$ cat config.mk
export PLATFORM = sky130hd
export DESIGN_NAME = id_hazard_ctrl
export DESIGN_NICKNAME = d
export VERILOG_FILES = /design/src/rtl/id_hazard_ctrl_pkg.sv /design/src/rtl/id_hazard_ctrl_reg_scoreboard.sv /design/src/rtl/id_hazard_ctrl.sv
export SDC_FILE = /design/constraint.sdc
export NUM_CORES = 1
export LEC_CHECK = 0
export ABC_AREA = 1
export BUFFER_PORTS_ARGS = -buffer_cell sky130_fd_sc_hd__buf_4
export CAP_MARGIN = 10
export CORE_MARGIN = 2
export CORE_UTILIZATION = 40
export CTS_BUF_LIST = sky130_fd_sc_hd__clkbuf_4 sky130_fd_sc_hd__clkbuf_8
export DETAILED_ROUTE_END_ITERATION = 10
export SLEW_MARGIN = 20
export SYNTH_ARGS = -nofsm -noshare
export SYNTH_HDL_FRONTEND = slang
export SYNTH_HIERARCHICAL = 1
export SYNTH_SLANG_ARGS = --single-unit
$ cat constraint.sdc
create_clock -name clk -period 2.16 [get_ports clk]
set_input_delay 0.324 -clock clk [delete_from_list [all_inputs] [get_ports clk]]
set_output_delay 0.324 -clock clk [all_outputs]
set_load 0.01 [all_outputs]
$ cat src/rtl/id_hazard_ctrl_pkg.sv
// Shared decode-stage definitions: issue FSM states, register-file geometry
// and the writeback bus layout used by both id_stage and id_hazard_ctrl.
package id_hazard_ctrl_pkg;

    localparam int unsigned REG_IDX_W = 5;
    localparam int unsigned REG_COUNT = 32;

    // wb_data_bus layout: {we, addr[4:0], data[31:0]}
    localparam int unsigned WB_DATA_LSB = 0;
    localparam int unsigned WB_DATA_W   = 32;
    localparam int unsigned WB_ADDR_LSB = WB_DATA_LSB + WB_DATA_W;
    localparam int unsigned WB_WE_BIT   = WB_ADDR_LSB + REG_IDX_W;
    localparam int unsigned WB_BUS_W    = WB_WE_BIT + 1;

    typedef enum logic [0:0] {
        ST_RUN   = 1'b0,
        ST_FLUSH = 1'b1
    } hz_state_e;

    // One-hot register mask; x0 never produces a bit.
    function automatic logic [REG_COUNT-1:0] reg_onehot(
        input logic [REG_IDX_W-1:0] idx,
        input logic                 en
    );
        logic [REG_COUNT-1:0] mask;
        mask = '0;
        if (en && (idx != 5'd0)) begin
            mask[idx] = 1'b1;
        end else begin
            mask = '0;
        end
        return mask;
    endfunction

endpackage

$ cat src/rtl/id_hazard_ctrl_reg_scoreboard.sv
// Pending-write scoreboard: one bit per architectural register, with an
// issue-side set, a writeback-side clear and three lookup ports.
module reg_scoreboard
    import id_hazard_ctrl_pkg::*;
(
    input  logic                 clk,
    input  logic                 rst_n,
    input  logic                 i_set_en,
    input  logic [REG_IDX_W-1:0] i_set_addr,
    input  logic                 i_clr_en,
    input  logic [REG_IDX_W-1:0] i_clr_addr,
    input  logic [REG_IDX_W-1:0] i_rs1_addr,
    input  logic [REG_IDX_W-1:0] i_rs2_addr,
    input  logic [REG_IDX_W-1:0] i_rd_addr,
    output logic [REG_COUNT-1:0] o_pending,
    output logic                 o_rs1_busy,
    output logic                 o_rs2_busy,
    output logic                 o_rd_busy
);

    logic [REG_COUNT-1:0] r_pending;
    logic [REG_COUNT-1:0] w_set_mask;
    logic [REG_COUNT-1:0] w_clr_mask;
    logic [REG_COUNT-1:0] w_pending_nxt;

    // Next pending state: clear first so a same-register set (new writer) wins.
    always_comb begin
        w_set_mask       = reg_onehot(i_set_addr, i_set_en);
        w_clr_mask       = reg_onehot(i_clr_addr, i_clr_en);
        w_pending_nxt    = (r_pending & ~w_clr_mask) | w_set_mask;
        w_pending_nxt[0] = 1'b0;
    end

    // Pending bit storage.
    always_ff @(posedge clk) begin
        if (!rst_n) begin
            r_pending <= '0;
        end else begin
            r_pending <= w_pending_nxt;
        end
    end

    // Lookup ports read registered state only: no writeback bypass.
    always_comb begin
        o_pending  = r_pending;
        o_rs1_busy = r_pending[i_rs1_addr];
        o_rs2_busy = r_pending[i_rs2_addr];
        o_rd_busy  = r_pending[i_rd_addr];
    end

endmodule

$ cat src/rtl/id_hazard_ctrl.sv
// Decode-stage issue controller: RAW/WAW hazard detection against the
// scoreboard, IF/ID stall and flush generation, redirect squash window.
module id_hazard_ctrl
    import id_hazard_ctrl_pkg::*;
#(
    parameter int unsigned FLUSH_CYCLES = 2,
    parameter int unsigned CNT_W        = 32
) (
    input  logic                 clk,
    input  logic                 rst_n,
    input  logic                 id_valid,
    input  logic [4:0]           id_rs1,
    input  logic                 id_rs1_used,
    input  logic [4:0]           id_rs2,
    input  logic                 id_rs2_used,
    input  logic [4:0]           id_rd,
    input  logic                 id_rd_wen,
    input  logic                 exe_ready,
    input  logic                 wb_we,
    input  logic [4:0]           wb_addr,
    input  logic                 redirect_valid,
    output logic                 id_issue,
    output logic                 id_stall,
    output logic                 if_stall,
    output logic                 id_flush,
    output logic                 if_flush,
    output logic [31:0]          busy_mask,
    output logic [CNT_W-1:0]     stall_cnt,
    output logic [CNT_W-1:0]     flush_cnt
);

    localparam logic [3:0]       FCNT_INIT = 4'(FLUSH_CYCLES - 1);
    localparam logic [CNT_W-1:0] CNT_MAX   = {CNT_W{1'b1}};
    localparam logic [CNT_W-1:0] CNT_ONE   = {{(CNT_W-1){1'b0}}, 1'b1};

    hz_state_e            r_state;
    logic [3:0]           r_fcnt;
    logic [CNT_W-1:0]     r_stall_cnt;
    logic [CNT_W-1:0]     r_flush_cnt;

    logic [REG_COUNT-1:0] w_pending;
    logic                 w_rs1_busy;
    logic                 w_rs2_busy;
    logic                 w_rd_busy;
    logic                 w_hazard;
    logic                 w_run;
    logic                 w_issue;
    logic                 w_stall;
    logic                 w_flush;
    logic                 w_sb_set;
    logic                 w_sb_clr;

    reg_scoreboard u_scoreboard (
        .clk        (clk),
        .rst_n      (rst_n),
        .i_set_en   (w_sb_set),
        .i_set_addr (id_rd),
        .i_clr_en   (w_sb_clr),
        .i_clr_addr (wb_addr),
        .i_rs1_addr (id_rs1),
        .i_rs2_addr (id_rs2),
        .i_rd_addr  (id_rd),
        .o_pending  (w_pending),
        .o_rs1_busy (w_rs1_busy),
        .o_rs2_busy (w_rs2_busy),
        .o_rd_busy  (w_rd_busy)
    );

    // Issue/stall/flush decision; everything is held at 0 while in reset.
    always_comb begin
        w_hazard = (id_rs1_used && (id_rs1 != 5'd0) && w_rs1_busy) ||
                   (id_rs2_used && (id_rs2 != 5'd0) && w_rs2_busy) ||
                   (id_rd_wen   && (id_rd  != 5'd0) && w_rd_busy);
        w_run    = (r_state == ST_RUN) && !redirect_valid;
        w_issue  = 1'b0;
        w_stall  = 1'b0;
        w_flush  = 1'b0;
        if (rst_n) begin
            w_issue = w_run && id_valid && !w_hazard && exe_ready;
            w_stall = w_run && id_valid && !w_issue;
            w_flush = redirect_valid || (r_state == ST_FLUSH);
        end else begin
            w_issue = 1'b0;
            w_stall = 1'b0;
            w_flush = 1'b0;
        end
        w_sb_set = w_issue && id_rd_wen;
        w_sb_clr = wb_we;
    end

    // Output drive, forced low during reset.
    always_comb begin
        id_issue = w_issue;
        id_stall = w_stall;
        if_stall = w_stall;
        id_flush = w_flush;
        if_flush = w_flush;
        if (rst_n) begin
            busy_mask = w_pending;
            stall_cnt = r_stall_cnt;
            flush_cnt = r_flush_cnt;
        end else begin
            busy_mask = 32'h0000_0000;
            stall_cnt = '0;
            flush_cnt = '0;
        end
    end

    // Squash-window FSM; a redirect in any state (re)starts the window.
    always_ff @(posedge clk) begin
        if (!rst_n) begin
            r_state <= ST_RUN;
            r_fcnt  <= 4'd0;
        end else if (redirect_valid) begin
            r_state <= ST_FLUSH;
            r_fcnt  <= FCNT_INIT;
        end else begin
            case (r_state)
                ST_RUN: begin
                    r_state <= ST_RUN;
                    r_fcnt  <= 4'd0;
                end
                ST_FLUSH: begin
                    if (r_fcnt == 4'd0) begin
                        r_state <= ST_RUN;
                    end else begin
                        r_fcnt  <= r_fcnt - 4'd1;
                    end
                end
                default: begin
                    r_state <= ST_RUN;
                    r_fcnt  <= 4'd0;
                end
            endcase
        end
    end

    // Saturating stall and flush cycle counters.
    always_ff @(posedge clk) begin
        if (!rst_n) begin
            r_stall_cnt <= '0;
            r_flush_cnt <= '0;
        end else begin
            if (w_stall && (r_stall_cnt != CNT_MAX)) begin
                r_stall_cnt <= r_stall_cnt + CNT_ONE;
            end else begin
                r_stall_cnt <= r_stall_cnt;
            end
            if (w_flush && (r_flush_cnt != CNT_MAX)) begin
                r_flush_cnt <= r_flush_cnt + CNT_ONE;
            end else begin
                r_flush_cnt <= r_flush_cnt;
            end
        end
    end

endmodule

==> results.toml, run 1 <==
[timing]
finalSetupTns_ps = -307.4
skew_ps = 23.31
slew_violations = 0
hold_slack_ps = 205.2
hold_viol = 0
max_freq_mhz = 441.7
finalSetupViolations = 3
setup_slack_ps = -103.8
fin_crit_ps = 2264
rsz0062_at_grt = "yes"
fin_crit_sh_pct = 104.8

[layout]
regArea_mm2 = 0.002093
syn2layout_area_growth_pct = 25.26
layout.cells.non_filler = 1770
fin_util_pct = 50.83
fill_cells = 2132
multiInputGateArea_mm2 = 0.004986
drive_gt1_share_pct = 25.45
antenna_cells = 0
nNetsFinal = 1534

[clock_network]
clock_path_buffers = 2
cts_tree = "done"
h-tree-depth = 3
cts_root_buf = "clkbuf_8"
clock_latency_ps = 400
cts_sinks = 100
cts_buffers = 9
path_clk_slew_ps = 110
cts_hold_buffers = 0

[die]
core-area_mm2 = 0.01933
die_y_um = 144.1
ios = 130
initial_core_util_pct = 40.58
die-area_mm2 = 0.02075
num_rows = 51
die_w_um = 144.1

[power_and_ir_drop]
p_sw_uw = 1086
clkPwrFrac_pct = 33.6
p_leak_uw = 0.004789
pwr-share-seq_pct = 52.0
swShare_pct = 30.79
p_comb_share_pct = 14.4
p_int_uw = 2442
power.density_mw_per_mm2 = 359.0
peakVddDrop_mv = 0.2595

[outcome]
outcome = "complete, but fails checks"
violations = "setup timing"

[synth]
synth_top_cell_area_share_pct = 25.51
synth_ff_type = "dfxtp_1"
syn_nets = 1379
synth.most_common_cell = "nand2_1"
synth_area_leaders = "dfxtp_1 (26%), nand2_1 (24%), nand3_1 (8.9%), inv_1 (8.0%), nor2_1 (5.5%)"
syn_inst = 1346
synth_top_cell_by_area = "dfxtp_1"
synthArstFlopShare_pct = 0
synth_edf_count = 0
synth_warnings = 6
avgSynthCellArea_um2 = 5.829
ys_types = 39
synth_seq_area_share_pct = 25.51
ys_seq_elements = 100
synth_area_mm2 = 0.007846
synthTopCellsByCount = "nand2_1 (499), inv_1 (168), nand3_1 (140)"

[detailed_routing]
wl_um = 24990
vias = 8721
drt_iter0_drc = 501
drc = 0
dr.pass1.iters = 5
wl_per_cell_um = 14.12
vias_per_cell = 4.927
ant_nets = 0

[worst_hold_path]
worst_hold_path_type = "in -> reg"

[placed_design]
numPortBuffers = 128
dpl.hpwl_um = 18790
gp_congestion = 0.9565
pre_cts_slack_ps = -218.2
dp_cells = 1748

[global_routing]
grt_pass1_wl_um = 40360
grt_pass1_vias = 7888
antenna_found_initial = 0
grt_max_degree = 41
grtUsageTotal_pct = 24.43
overflow = 0

[job]
maxCapViolations = 0

[worst_setup_path]
crit_required_ps = 1840
crit_path_start_kind = "flip-flop"
arrival_ps = 1940
critPathMaxFanout = 5
path_class = "reg -> out"
cp-end-kind = "output port"
==> metal layers <==
metal	global-route usage (%)	vias to the layer above	wire length, um
li1	-	4512	-
met1	31.68	3930	11240
met2	40.95	230	11720
met3	4.404	49	1342
met4	8.308	0	683
met5	0	-	0
==> final cells by class <==
cell class / count / share of cell area (%)
timing repair buffer: 194 / 15.43
tap: 265 / 3.374
multi-input combinational: 1011 / 50.73
inverter: 185 / 7.397
clock buffer: 10 / 1.337
sequential: 100 / 21.30
clock inverter: 5 / 0.4328
==> power by group through the flow <==
stage | Sequential (uW) | Clock (uW) | Combinational (uW)
floorplan | 1910 | 0 | 320
global placement | 1900 | 0 | 479
detailed placement | 1900 | 0 | 481
CTS | 1840 | 1210 | 491
global route | 1840 | 1300 | 563
finish | 1840 | 1180 | 509
==> kinds of logic after synthesis <==
logic type	count (synthesis)	synth area share (%)
adder cells (fa/ha/maj)	4	0.6379
buffers and inverters	235	13.38
other	1	0.04779
AO/OA/AOI/OAI	128	9.456
XOR/XNOR	29	3.237
flip-flops	100	25.51
AND/OR/NAND/NOR	849	47.73
==> final timing paths <==
kind | start | endpoint | slack [ps] | cells past startpoint
max | u_scoreboard/o_pending[29] | if_stall | -100 | 16
max reg2reg | u_scoreboard/o_pending[29] | u_scoreboard/o_pending[29] | 60 | 19
min | redirect_valid | r_fcnt[0] | 210 | 3
min reg2reg | r_fcnt[0] | r_fcnt[0] | 470 | 2
==> stage by stage <==
step,area [um2],power [uW]
finish,9828,3528
global route,9828,3700
CTS,9599,3547
detailed placement,9284,2386
global placement,9284,2383
floorplan,7851,2227
==> flip-flops by register name, summed over array words and instances, names as in the netlist <==
| signal | count |
|---|---|
| r_fcnt | 4 |
| u_scoreboard/o_pending | 31 |
| r_stall_cnt | 32 |
| r_state | 1 |
| r_flush_cnt | 32 |
==> repair_timing <==
| item | CTS | global route |
|---|---|---|
| buffers inserted | 3 | 5 |
| resized for setup | 70 | 58 |
| endpoints found under the setup margin | 52 | 55 |
| pin swaps | 11 | 33 |
==> critical path: stages, from the launching register on <==
cell     delay (ps)
dfxtp_4         430
buf_6           110
nand2_2          40
nand3_2          60
nand3_2          60
nand2_2          60
nand2_1          40
nand2_1          50
nand2_1          50
nand2_1          50
nand2_1          50
inv_1            60
nand2_2          70
nand2_4          90
nor2_4           40
nor2_4          150
buf_6           130
==> cell usage in the layout (no fill, tap or decap), types with 2 or more instances in the layout <==
cell,n
a21oi_1,59
a21oi_2,30
and2_1,2
buf_12,3
buf_4,185
buf_6,6
clkbuf_8,9
dfxtp_1,69
dfxtp_2,10
dfxtp_4,21
ha_1,4
inv_1,159
inv_2,16
inv_4,7
inv_6,6
nand2_1,472
nand2_2,45
nand2_4,4
nand3_1,128
nand3_2,13
nand3_4,2
nand3b_1,17
nand4_1,27
nor2_1,114
nor2_2,6
nor2_4,9
nor2_8,2
nor3_1,3
o21ai_0,35
o21ai_1,2
xnor2_1,11
xor2_1,18
Power figures use the tool's default switching activity.
==> run 2: changes to the inputs <==
ABC_AREA = unset   (was 1)
==> results.toml, run 2 <==
[clock_network]
cts_sinks = 100
h-tree-depth = 3
clock_path_buffers = 2
cts_root_buf = "clkbuf_8"
path_clk_slew_ps = 110
cts_tree = "done"
cts_buffers = 9
clock_latency_ps = 400
cts_hold_buffers = 0

[timing]
fin_crit_ps = 2794
hold_viol = 0
setup_slack_ps = -633.9
rsz0062_at_grt = "yes"
finalSetupViolations = 66
skew_ps = 17.28
fin_crit_sh_pct = 129.3
max_freq_mhz = 357.9
max_slew_margin_pct = 62.07
tightest_slew_ps = 568.7
slew_violations = 0

[synth]
synth_warnings = 6
ys_types = 68
synth_seq_area_share_pct = 30.05
synthArstFlopShare_pct = 0
synth_ff_type = "dfxtp_1"
ys_seq_elements = 100
avgSynthCellArea_um2 = 8.412
synth_top_cell_by_area = "dfxtp_1"
synth_edf_count = 0
synth_area_leaders = "dfxtp_1 (30%), and2_1 (8.1%), mux2i_1 (4.5%), nor2_1 (4.2%), mux2_4 (4.1%)"
syn_inst = 792
synthTopCellsByCount = "dfxtp_1 (100), and2_1 (86), nor2_1 (75)"
synth_area_mm2 = 0.006663
synth_top_cell_area_share_pct = 30.05
syn_nets = 825
synth.most_common_cell = "dfxtp_1"

[worst_setup_path]
reg2reg_depth = 13
path_class = "reg -> out"
critPathMaxFanout = 3
timing.rr.start = "u_scoreboard/o_pending[6]"
crit_path_start_kind = "flip-flop"
cp-end-kind = "output port"
r2r-end = "u_scoreboard/o_pending[10]"
arrival_ps = 2470
crit_path_end = "id_issue"
crit_required_ps = 1840
r2r_slack_ps = -580
crit_start = "u_scoreboard/o_pending[6]"

[power_and_ir_drop]
p_comb_share_pct = 13.2
power.density_mw_per_mm2 = 407.9
p_sw_uw = 1002
p_leak_uw = 0.003758
pwr-share-seq_pct = 49.5
clkPwrFrac_pct = 37.3
swShare_pct = 26.74
p_int_uw = 2746
peakVddDrop_mv = 0.2872

[die]
num_rows = 47
core-area_mm2 = 0.01641
initial_core_util_pct = 40.61
die_y_um = 133.1
ios = 130
die_w_um = 133.1
die-area_mm2 = 0.01771

[global_routing]
antenna_found_initial = 0
grtUsageTotal_pct = 22.50
overflow = 0
grt_max_degree = 76
grt_pass1_vias = 6133
grt_pass1_wl_um = 31730

[placed_design]
pre_cts_slack_ps = -623.6
dpl.hpwl_um = 14800
numPortBuffers = 128
dp_cells = 1195
gp_congestion = 0.8937

[detailed_routing]
vias = 6618
wl_per_cell_um = 16.55
wl_um = 20360
vias_per_cell = 5.380
dr.pass1.iters = 4
ant_nets = 0
drt_iter0_drc = 347
drc = 0

[layout]
antenna_cells = 0
layout.cells.non_filler = 1230
final_cell_mix = "buf_4 (232), and2_1 (85), dfxtp_1 (82)"
drive_gt1_share_pct = 38.42
nNetsFinal = 1038
fin_util_pct = 56.02
syn2layout_area_growth_pct = 37.95
final_common_cell = "buf_4"
fill_cells = 1497

[outcome]
violations = "setup timing"
outcome = "complete, but fails checks"

[worst_hold_path]
worstHoldStart = "redirect_valid"
worst_hold_path_type = "in -> reg"

[job]
maxCapViolations = 0
==> run 2: cell count changes in the layout (fill, tap and decap cells not counted), moves of 18 or more <==
| cell | change |
|---|---|
| nand2_1 | -411 |
| inv_1 | -142 |
| nand3_1 | -93 |
| and2_1 | +83 |
| buf_4 | +47 |
| nor2_1 | -45 |
| nand2_2 | -44 |
| a21oi_1 | -34 |
| a21boi_1 | +30 |
| a21oi_2 | -30 |
| mux2i_1 | +28 |
| mux2_4 | +18 |
| xor2_1 | -18 |
==> run 2: worst min path at each step <==
| stage | depth (start not counted) | end |
|---|---|---|
| 2_1_floorplan | 1 | r_flush_cnt[27] |
| 3_5_place_dp | 1 | r_flush_cnt[27] |
| 6_report | 3 | r_state |
| 5_1_grt | 3 | r_state |
| 4_1_cts | 3 | r_state |
| 3_3_place_gp | 1 | r_flush_cnt[27] |
==> run 2: metal layers <==
layer,global-route usage (%),up-vias,wire length [um]
met4,4.898,0,276
met5,0,-,0
met3,6.284,23,1356
met2,34.60,183,9152
met1,31.49,3133,9571
li1,-,3279,-
==> run 2: timing repair <==
| action | 4_1_cts | 5_1_grt |
|---|---|---|
| pin swaps | 8 | 19 |
| gates resized for setup | 59 | 41 |
| setup buffers | 14 | 9 |
| cloned | 1 | 2 |
| endpoints found under the setup margin | 66 | 67 |
==> run 2: kinds of logic (layout without fill, tap and decap cells) <==
logic type,Yosys count,in the layout,share of synthesized area [%]
buffers and inverters,65,283,5.239
XOR/XNOR,6,6,0.7887
multiplexers,74,74,14.65
other,1,1,0.05628
flip-flops,100,100,30.05
AO/OA/AOI/OAI,143,143,14.01
AND/OR/NAND/NOR,399,399,34.46
adder cells (fa/ha/maj),4,4,0.7512
==> run 2: cell type report <==
cell class | count | area (um2) | share of cell area, %
inverter | 20 | 85.08 | 0.9257
clock inverter | 6 | 100.1 | 1.089
sequential | 100 | 2039 | 22.19
tap | 220 | 275.3 | 2.995
multi-input combinational | 627 | 4571 | 49.73
clock buffer | 10 | 131.4 | 1.429
timing repair buffer | 247 | 1989 | 21.64
==> run 2: power groups by stage <==
stage               combinational (uW)  clock (uW)  sequential, uW
finish                             495        1400            1860
global route                       535        1500            1860
CTS                                479        1430            1860
detailed placement                 428           0            1910
global placement                   428           0            1910
floorplan                          250           0            1900
==> run 2: worst max-delay path, stage by stage (launching register included) <==
cell,delay [ps]
dfxtp_4,370
mux4_2,450
nand2b_4,150
o211ai_1,80
nand4_1,110
a21boi_2,190
a31oi_4,80
nor3_4,270
buf_6,130
and2_4,140
buf_6,90
==> run 2: metrics by stage <==
step / setup TNS (ps) / power (uW) / cell area (um2) / hold slack, ps
4_1_cts: -25750 / 3772 / 9044 / 178.1
5_1_grt: -37630 / 3896 / 9191 / 191.8
3_3_place_gp: -28410 / 2335 / 8477 / 450.2
6_report: -30280 / 3749 / 9191 / 188.7
2_1_floorplan: -17230 / 2155 / 6725 / 428.3
3_5_place_dp: -31310 / 2335 / 8477 / 455.2
==> run 3: changes to the inputs <==
CORE_ASPECT_RATIO = 0.7   (was unset)
==> results.toml, run 3 (synthesis gave the netlist of run 2 again) <==
[detailed_routing]
vias_per_cell = 5.309
wl_met1_um = 10680
ant_nets = 0
vias = 6429
met2WireLength_um = 7816
wl_um = 20020
wl_per_cell_um = 16.53
drt_iter0_drc = 567
top_layer = "met4"
wl_met3_um = 1319
drc = 0
dr.pass1.iters = 5

[worst_setup_path]
crit_required_ps = 1840
cp-end-kind = "output port"
crit_path_max_incr_delay_ps = 460
crit_path_start_kind = "flip-flop"
r2r_slack_ps = -620
path_cells = "mux4_2 -> nand2b_4 -> o211ai_1 -> nand4_1 -> a21boi_1 -> a31oi_2 -> buf_4 -> o31ai_4 -> buf_12 -> inv_6 -> buf_6"
slowest_stage = "mux4_2"
path_class = "reg -> out"
reg2reg_depth = 12
critPathMaxFanout = 5
crit_family = "compound AO/OA/AOI/OAI gates"
critical_path_buf_inv_count = 4
worst-path-stages = 11
arrival_ps = 2500

[placed_design]
pre_cts_slack_ps = -625.3
dpl.hpwl_um = 14740
numPortBuffers = 128
gp_congestion = 0.8732

[timing]
skew_ps = 17.10
tightest_slew_ps = 627.4
max_slew_margin_pct = 58.02
slew_violations = 0
hold_slack_ps = 209.0
finalSetupViolations = 66
max_freq_mhz = 354.4
rsz0062_at_grt = "yes"
finalSetupTns_ps = -28230
hold_viol = 0
setup_slack_ps = -661.5
fin_crit_sh_pct = 130.6
fin_crit_ps = 2821

[die]
initial_core_util_pct = 40.88
die-area_mm2 = 0.01772
ios = 130
num_rows = 39
die_w_um = 158.3
die_y_um = 112.0
core-area_mm2 = 0.01630

[global_routing]
overflow = 0
grt_pass1_wl_um = 31260
grt_pass1_vias = 5860
grt_max_degree = 71
antenna_found_initial = 0
grtUsageTotal_pct = 22.38

[layout]
regArea_mm2 = 0.002046
drive_gt1_share_pct = 36.82
antenna_cells = 0
fill_cells = 1585
final_cell_mix = "buf_4 (212), and2_1 (85), dfxtp_1 (79)"
final_common_cell = "buf_4"
multiInputGateArea_mm2 = 0.004531
syn2layout_area_growth_pct = 33.88
nNetsFinal = 1014

[clock_network]
cts_root_buf = "clkbuf_8"
path_clk_slew_ps = 110
h-tree-depth = 3
clock_path_buffers = 2
cts_tree = "done"
cts_sinks = 100
cts_buffers = 9
clock_latency_ps = 380

[power_and_ir_drop]
peakVddDrop_mv = 0.2329
power.density_mw_per_mm2 = 415.7
p_leak_uw = 0.003623

[job]
maxCapViolations = 0

[worst_hold_path]
worst_hold_path_type = "in -> reg"
holdPathStages = 3

[outcome]
outcome = "complete, but fails checks"
violations = "setup timing"
run 3: stage by stage:
stage               util, %  instances  cell area [um2]  total power (uW)
global placement      51.62       1189             8413              2345
CTS                   54.38       1210             8864              3743
floorplan                 -        792             6725              2155
global route          54.73       1211             8920              3851
detailed placement    51.62       1189             8413              2346
finish                54.73       1211             8920              3708
run 3: metal layers:
metal / GRT usage (%) / vias to the layer above
met4: 4.264 / 0
li1: - / 3226
met3: 4.476 / 18
met1: 35.88 / 3012
met5: 0 / -
met2: 30.55 / 173
run 3: path summary, 6_finish.rpt:
path,end,startpoint
worst max-delay path,id_stall,u_scoreboard/o_pending[4]
worst min-delay path,r_state,redirect_valid
worst max register to register,r_stall_cnt[18],u_scoreboard/o_pending[4]
worst min register to register,r_flush_cnt[27],r_flush_cnt[27]
run 3: layout make-up:
type / count / share of cell area [%]
multi-input cells: 627 / 50.79
flip-flops and latches: 100 / 22.93
repair buffers: 223 / 19.62
well taps: 225 / 3.156
clock buffers: 10 / 1.473
clock inverters: 6 / 1.066
inverters: 20 / 0.9539
run 3: worst reg2reg max path: stages (launching register included):
cell and delay (ps):
dfxtp_4 370, mux4_2 460, nand2b_4 150, o211ai_1 100, nand4_1 130, a21boi_1 170, a31oi_2 90, buf_4 180
o31ai_4 200, buf_12 140, buf_4 260, nor3_1 120, mux2_1 310
run 3: where the power goes:
group	internal, uW	switching, uW
sequential	1850	10.0
clock	678	706
combinational	206	262
total	2730	979
run 3: what timing repair did:
item / 4_1_cts / 5_1_grt
setup endpoints to repair: 66 / 71
cloned: 1 / 0
buffers inserted: 4 / 1
resized for setup: 65 / 20
hold buffers: 0 / 0
pin swaps: 18 / 6
